$ cat src/rtl/wb_master_cmd.sv
// wb_master_cmd: Wishbone classic initiator.
// Turns single-word commands from a valid/ready channel into Wishbone bus cycles
// and returns read data plus termination status on a valid/ready response channel.
// Terminations are ERR, ACK and RTY, with a bounded number of retries.
// Optional bus-wait timeout: define WB_MASTER_CMD_TIMEOUT_EN to build it.
//
// Handshake rule for both channels: a transfer happens on a rising clk edge
// where valid and ready are both high. A valid, once raised, is held with
// stable payload until that edge. Ready never depends combinationally on valid.
module wb_master_cmd #(
    parameter int DATA_WIDTH     = 32,
    parameter int ADDR_WIDTH     = 32,
    parameter int SELECT_WIDTH   = DATA_WIDTH / 8,
    parameter int RETRY_MAX      = 3,
    parameter int TIMEOUT_CYCLES = 256
) (
    input  logic                    clk,
    input  logic                    rst_n,
    input  logic [ADDR_WIDTH-1:0]   cmd_addr,
    input  logic [DATA_WIDTH-1:0]   cmd_data,
    input  logic                    cmd_we,
    input  logic [SELECT_WIDTH-1:0] cmd_sel,
    input  logic                    cmd_valid,
    output logic                    cmd_ready,
    output logic [DATA_WIDTH-1:0]   rsp_data,
    output logic [1:0]              rsp_status,
    output logic                    rsp_valid,
    input  logic                    rsp_ready,
    output logic [ADDR_WIDTH-1:0]   wbm_adr_o,
    input  logic [DATA_WIDTH-1:0]   wbm_dat_i,
    output logic [DATA_WIDTH-1:0]   wbm_dat_o,
    output logic                    wbm_we_o,
    output logic [SELECT_WIDTH-1:0] wbm_sel_o,
    output logic                    wbm_stb_o,
    input  logic                    wbm_ack_i,
    input  logic                    wbm_err_i,
    input  logic                    wbm_rty_i,
    output logic                    wbm_cyc_o,
    output logic                    busy,
    output logic [1:0]              dbg_state
);

    typedef enum logic [1:0] {
        S_IDLE    = 2'd0,
        S_BUS     = 2'd1,
        S_BACKOFF = 2'd2,
        S_RESP    = 2'd3
    } state_t;

    localparam logic [1:0] ST_OK  = 2'd0;
    localparam logic [1:0] ST_ERR = 2'd1;
    localparam logic [1:0] ST_RTY = 2'd2;
    localparam logic [1:0] ST_TMO = 2'd3;

    // Retry counter must hold 0..RETRY_MAX, and is at least one bit wide.
    localparam int RCW = (RETRY_MAX > 0) ? $clog2(RETRY_MAX + 1) : 1;

    state_t                  state_q, state_d;
    logic                    cmd_ready_q, cmd_ready_d;
    logic                    busy_q, busy_d;
    logic [ADDR_WIDTH-1:0]   adr_q, adr_d;
    logic [DATA_WIDTH-1:0]   dat_q, dat_d;
    logic                    we_q, we_d;
    logic [SELECT_WIDTH-1:0] sel_q, sel_d;
    logic                    cyc_q, cyc_d;
    logic                    stb_q, stb_d;
    logic                    rsp_valid_q, rsp_valid_d;
    logic [DATA_WIDTH-1:0]   rsp_data_q, rsp_data_d;
    logic [1:0]              rsp_status_q, rsp_status_d;
    logic [RCW-1:0]          retry_cnt_q, retry_cnt_d;
    logic                    tmo_hit;

`ifdef WB_MASTER_CMD_TIMEOUT_EN
    localparam int TCW = (TIMEOUT_CYCLES > 1) ? $clog2(TIMEOUT_CYCLES) : 1;

    logic [TCW-1:0] tmo_cnt_q, tmo_cnt_d;

    // Last permitted wait cycle of the current bus attempt.
    assign tmo_hit = (tmo_cnt_q == TCW'(TIMEOUT_CYCLES - 1));

    // Bus-wait counter register.
    always_ff @(posedge clk or negedge rst_n) begin
        if (!rst_n) begin
            tmo_cnt_q <= '0;
        end else begin
            tmo_cnt_q <= tmo_cnt_d;
        end
    end
`else
    // Never true: no timeout logic is built, so the bus waits indefinitely.
    assign tmo_hit = (TIMEOUT_CYCLES < 0);
`endif

    // State, bus and response registers; reset drops cyc/stb at once.
    always_ff @(posedge clk or negedge rst_n) begin
        if (!rst_n) begin
            state_q      <= S_IDLE;
            cmd_ready_q  <= 1'b1;
            busy_q       <= 1'b0;
            adr_q        <= '0;
            dat_q        <= '0;
            we_q         <= 1'b0;
            sel_q        <= '0;
            cyc_q        <= 1'b0;
            stb_q        <= 1'b0;
            rsp_valid_q  <= 1'b0;
            rsp_data_q   <= '0;
            rsp_status_q <= ST_OK;
            retry_cnt_q  <= '0;
        end else begin
            state_q      <= state_d;
            cmd_ready_q  <= cmd_ready_d;
            busy_q       <= busy_d;
            adr_q        <= adr_d;
            dat_q        <= dat_d;
            we_q         <= we_d;
            sel_q        <= sel_d;
            cyc_q        <= cyc_d;
            stb_q        <= stb_d;
            rsp_valid_q  <= rsp_valid_d;
            rsp_data_q   <= rsp_data_d;
            rsp_status_q <= rsp_status_d;
            retry_cnt_q  <= retry_cnt_d;
        end
    end

    // Next-state and next-output logic for the command/bus/response sequence.
    always_comb begin
        state_d      = state_q;
        adr_d        = adr_q;
        dat_d        = dat_q;
        we_d         = we_q;
        sel_d        = sel_q;
        cyc_d        = cyc_q;
        stb_d        = stb_q;
        rsp_valid_d  = rsp_valid_q;
        rsp_data_d   = rsp_data_q;
        rsp_status_d = rsp_status_q;
        retry_cnt_d  = retry_cnt_q;
`ifdef WB_MASTER_CMD_TIMEOUT_EN
        tmo_cnt_d    = tmo_cnt_q;
`endif

        case (state_q)
            S_IDLE: begin
                if (cmd_valid) begin
                    adr_d       = cmd_addr;
                    dat_d       = cmd_data;
                    we_d        = cmd_we;
                    sel_d       = cmd_sel;
                    cyc_d       = 1'b1;
                    stb_d       = 1'b1;
                    retry_cnt_d = '0;
`ifdef WB_MASTER_CMD_TIMEOUT_EN
                    tmo_cnt_d   = '0;
`endif
                    state_d     = S_BUS;
                end
            end

            S_BUS: begin
                // err beats ack beats rty when several arrive together.
                if (wbm_err_i) begin
                    rsp_data_d   = '0;
                    rsp_status_d = ST_ERR;
                    state_d      = S_RESP;
                end else if (wbm_ack_i) begin
                    rsp_data_d   = we_q ? '0 : wbm_dat_i;
                    rsp_status_d = ST_OK;
                    state_d      = S_RESP;
                end else if (wbm_rty_i) begin
                    if (retry_cnt_q < RCW'(RETRY_MAX)) begin
                        retry_cnt_d = retry_cnt_q + RCW'(1);
                        cyc_d       = 1'b0;
                        stb_d       = 1'b0;
                        state_d     = S_BACKOFF;
                    end else begin
                        rsp_data_d   = '0;
                        rsp_status_d = ST_RTY;
                        state_d      = S_RESP;
                    end
                end else if (tmo_hit) begin
                    rsp_data_d   = '0;
                    rsp_status_d = ST_TMO;
                    state_d      = S_RESP;
                end
`ifdef WB_MASTER_CMD_TIMEOUT_EN
                if (!wbm_err_i && !wbm_ack_i && !wbm_rty_i) begin
                    tmo_cnt_d = tmo_cnt_q + TCW'(1);
                end
`endif
                // Final termination: release the bus and present the response.
                if (state_d == S_RESP) begin
                    cyc_d       = 1'b0;
                    stb_d       = 1'b0;
                    we_d        = 1'b0;
                    rsp_valid_d = 1'b1;
                end
            end

            S_BACKOFF: begin
                // One idle bus cycle, then re-issue the same transfer.
                cyc_d   = 1'b1;
                stb_d   = 1'b1;
`ifdef WB_MASTER_CMD_TIMEOUT_EN
                tmo_cnt_d = '0;
`endif
                state_d = S_BUS;
            end

            S_RESP: begin
                if (rsp_ready) begin
                    rsp_valid_d = 1'b0;
                    state_d     = S_IDLE;
                end
            end

            default: begin
                state_d = S_IDLE;
            end
        endcase
    end

    // Registered decodes of the next state.
    assign cmd_ready_d = (state_d == S_IDLE);
    assign busy_d      = (state_d != S_IDLE);

    assign cmd_ready  = cmd_ready_q;
    assign busy       = busy_q;
    assign dbg_state  = state_q;
    assign wbm_adr_o  = adr_q;
    assign wbm_dat_o  = dat_q;
    assign wbm_we_o   = we_q;
    assign wbm_sel_o  = sel_q;
    assign wbm_cyc_o  = cyc_q;
    assign wbm_stb_o  = stb_q;
    assign rsp_valid  = rsp_valid_q;
    assign rsp_data   = rsp_data_q;
    assign rsp_status = rsp_status_q;

endmodule

$ cat config.mk
export PLATFORM = sky130hd
export DESIGN_NAME = wb_master_cmd
export DESIGN_NICKNAME = d
export VERILOG_FILES = /design/src/rtl/wb_master_cmd.sv
export SDC_FILE = /design/constraint.sdc
export NUM_CORES = 1
export LEC_CHECK = 0
export ABC_CLOCK_PERIOD_IN_PS = 1600
export BUFFER_PORTS_ARGS = -buffer_cell sky130_fd_sc_hd__buf_2
export CAP_MARGIN = 40
export CORE_UTILIZATION = 47
export CTS_CLUSTER_DIAMETER = 100
export CTS_CLUSTER_SIZE = 40
export DETAILED_ROUTE_END_ITERATION = 8
export GPL_TIMING_DRIVEN = 0
export PLACE_DENSITY = 0.84
export SYNTH_ARGS = -nofsm -noshare
export SYNTH_HDL_FRONTEND = slang
export SYNTH_SLANG_ARGS = --single-unit
$ cat constraint.sdc
create_clock -name clk -period 1.6 [get_ports clk]
set_input_delay 0.4 -clock clk [delete_from_list [all_inputs] [get_ports clk]]
set_output_delay 0.4 -clock clk [all_outputs]
set_load 0.03 [all_outputs]
# --- Word-level counts from Yosys, hierarchy flattened ---
# Cells that the tools add are included.
totals:
  reg_bits: 111
  inputBits: 108
  output_inout_bits: 110
  elab_cells: 79
op_classes:
  add_sub_neg: 1
  n_lt_le_gt_ge: 1
  n_eq_ne: 16
  mux: 36
  reduce_logical: 13
ops:
  columns: ["cell", "count"]
  rows:
  - ["$mux 32", 5]
  - ["$mux 2", 15]
  - ["$ne 3x3->1 const B", 5]
  - ["$ne 2x2->1 const B", 7]
  - ["$reduce_and 6->1", 2]
  - ["$mux 1", 11]
  - ["$reduce_and 3->1", 3]
  - ["$pmux 2 s4", 1]
  - ["$eq 2x2->1 const B", 3]
  - ["$reduce_bool 2->1", 3]
  - ["$reduce_bool 3->1", 2]
  - ["$logic_not 2->1", 2]
  - ["$pmux 1 s2", 2]
  - ["$pmux 2 s2", 1]
  - ["$pmux 1 s3", 1]
  - ["$add 2x1->2 const B", 1]
  - ["$eq 2x1->1 const B", 1]
  - ["$lt 2x2->1 const B", 1]
  - ["$reduce_and 2->1", 1]

# --- Logic depth before layout (Yosys ltp) ---
logic_depth:
  ltp_word: 9
  depth_mapped: 6
  ltp_nobuf: 4

# --- Worst setup path after synthesis ---
# Ideal clock, no wire load.
synth_timing:
  kind: "register to register"
  start: "reg state_q[0] (netlist: dbg_state[0])"
  end: "reg adr_q[10] (netlist: wbm_adr_o[10])"
  setup_time_ns: 0.125
  arrival_time_ns: 1.498
  required_ns: 1.475
  setup_slack_ns: -0.023
  stages_incl_launch_ff: 6
  path_buffers: 3
  period_less_slack_ns: 1.623
  path_cell_list: "dfrtp_1 > buf_6 > nor3b_2 > buf_6 > buf_12 > mux2_4"
synth_via:
  elab_chain_cells: 2
synth_rtl:
  columns: ["item", "line_no", "source"]
  rows:
  - ["start: declaration", "58", "state_t state_q, state_d;"]
  - ["start signal: assignment", "111", "state_q <= state_d;"]
  - ["$logic_not 2->1", "144", "case (state_q)"]
  - ["$reduce_and 2->1 (no line)", null, null]
  - ["end signal: assignment", "114", "adr_q <= adr_d;"]
  - ["end: declaration", "61", "logic [ADDR_WIDTH-1:0] adr_q, adr_d;"]
# Every way passes these cells.
# A chain may end at the register's enable or synchronous reset.

# --- Worst setup path in the final report ---
layout_timing:
  start: "reg state_q[0] (netlist: dbg_state[0])"
  end: "reg adr_q[12] (netlist: wbm_adr_o[12])"
# The elaborated chain is that of the path after synthesis.

==> run metrics <==
Yosys reg bits 111; Final HPWL DP 8.46 mm; Setup Crit Path Kind reg -> reg; fmax 622 MHz; initial antenna violation count 0; Post-Syn Area per Cell 14.1 um^2; FF-to-FF End wbm_adr_o[12]; RSZ-0062 raised after global routing yes; crit path launch type flop; Crit. Startpoint dbg_state[0]; num rows 36; worst hold path class in -> async; Worst R2R Path Depth 6; crit path cell chain buf_6 > nor3b_4 > buf_6 > buf_12 > buf_12 > mux2_4; Setup TNS Final -0.0226 ns; Worst R2R Start dbg_state[0]; most common library cell in the layout ignoring fill and taps buf_2; ratio of final minimum period to clock period 101%; worst setup margin -0.00812 ns; root buffer cell clkbuf_8; Nets 688; largest stage delay on the critical path 0.43 ns; core area 9820 um^2; initial DRC count 110; DR vias 3565; global route total overflow 0; fin. max-slew vios 0; count of final setup violators 5; Synth area leader dfrtp_1; Die ar. 10600 um^2; Pwr per Cell Area 2300 nW/um^2; Worst Skew 0.0132 ns; area added between synthesis and finish 36.2%; Clock Path Buffers 2; Final Critical Period 1.61 ns; Post-Syn Nets 447; Crit Path Max Fanout 6; status complete, but fails checks; sequential fraction of the synthesis area 58.2%; first-pass GRT wire length 17.1 mm; Lkg Pwr 3.31 nW; Post-Syn Area 4770 um^2; vias in the first global route 3409; fin util 66.2%; final wirelength 12.1 mm; GPL Wtd Cong 0.788; CTS tree yes; crit path DAT 1.85 ns; DRT Pass-1 Iters 4; # clock sinks 111; diode count 0; Cells after Synth 338; failing checks setup timing; vias per inst 4.97; Num CTS Buffers 9; CP Capture Point wbm_adr_o[12]; post-synth top area share 57.7%; Max Cap Violations 0; DR WL/cell 16.8 um; Max VDD drop 1230 uV; Distinct cells, synth 32; layout cells sized above 1 58.2%; DRT antenna net count 0; relative slew slack 53.8%; FF-to-FF setup slack -0.008 ns; DRC errors left 0; port buffer count 216; top cells by area, synth dfrtp_1, mux2_4, nand4_1; starting density of the core 48.6%; commonest cells after routing, fill and taps aside buf_2, dfrtp_1, mux2_4; Slew @ Worst Pin 0.693 ns; CP required 1.84 ns; Slowest-stage cell, CP dfrtp_2; yosys warns 0; WHS 0.0597 ns; Clock transition at path regs 0.11 ns; Worst Setup End Kind flop; largest net degree at the start of global routing 60; Ports 218; Die W 103 um; Die H 103 um; overall routing resource usage 21.5%; clk_lat worst skew 0.37 ns; Fin. Hold Viols 0; H-tree levels 3
[sequential cells by signal, indices dropped and copies added, names as in the netlist]
register     cells
busy             1
cmd_ready        1
dbg_state        2
retry_cnt_q      2
rsp_data        32
rsp_status       2
rsp_valid        1
wbm_adr_o       32
wbm_dat_o       32
wbm_sel_o        4
wbm_stb_o        1
wbm_we_o         1
[cells in the mapped netlist (all sizes together)]
master	instances
nand2	5
nor3b	1
nand4b	1
clkbuf	10
dfrtp	110
dfstp	1
a211oi	1
and2	1
buf	16
mux2	68
o21ai	38
o21bai	1
inv	34
nor4	1
nand3	1
nand4	33
a2bb2oi	1
nor2	2
o311a	1
or2	1
o211ai	2
a21o	1
ha	1
o31a	1
nor2b	2
a21oi	1
nor3	2
nand2b	1
[routing by layer]
layer  routed length, um  GRT usage, %  vias to the layer above
met2                5990          36.3                      154
met3                 822          5.29                       21
met4                 254          8.78                        0
met1                5000          26.4                     1735
met5                   0             0                        -
li1                    -             -                     1655
[timing repair]
item | in CTS | in global routing
hold buffers | 0 | 0
pin swaps | 0 | 1
gates resized for setup | 1 | 8
cloned | 1 | 4
buffers inserted | 4 | 4
endpoints found under the setup margin | 68 | 75
[worst max-delay path, delay by kind of cell (launching register included)]
kind / cells / cell delay (ns)
buf+inv: 4 / 0.56
flops: 1 / 0.43
mux: 1 / 0.31
simple gates: 1 / 0.19
[final cells by class]
class	instances	area [um^2]
timing repair buffer	230	1330
inverter	34	128
tap	133	166
multi-input combinational	167	1620
fill	756	3320
buffer	26	262
clock inverter	6	75.1
clock buffer	10	138
sequential	111	2780
[per-stage QoR]
step / std cells / setup WS [ns] / area, um^2 / power (W)
floorplan: 338 / 0.0247 / 4770 / 0.0106
global route: 717 / -0.0467 / 6500 / 0.0158
global placement: 687 / -1.20 / 6020 / 0.0126
detailed placement: 688 / -0.0154 / 6050 / 0.0129
finish: 717 / -0.00812 / 6500 / 0.0149
CTS: 709 / -0.0458 / 6360 / 0.0148
[power breakdown]
group | internal [W] | switching (W) | total [W]
clock | 0.000793 | 0.000990 | 0.00178
combinational | 0.00325 | 0.00492 | 0.00817
sequential | 0.00420 | 0.000785 | 0.00499
total | 0.00825 | 0.00669 | 0.0149
[worst min-delay path by stage]
stage	startpoint	end	slack, ns	cells after the start
2_1_floorplan	rst_n	busy	0.10	0
3_3_place_gp	rsp_valid	rsp_valid	0.46	1
3_5_place_dp	rsp_valid	rsp_valid	0.46	1
4_1_cts	rst_n	wbm_dat_o[9]	0.08	1
5_1_grt	rst_n	wbm_dat_o[13]	0.1	1
6_report	rst_n	wbm_dat_o[13]	0.06	1
[logic make-up after synthesis]
| family | after synthesis | share of synthesized area (%) |
|---|---|---|
| fa+ha+maj | 1 | 0.262 |
| flops | 111 | 58.2 |
| buf+inv | 60 | 8.08 |
| simple gates | 51 | 6.56 |
| mux | 68 | 21.4 |
| compound gates | 47 | 5.46 |
Note: power is estimated with default switching activity, not from simulation.
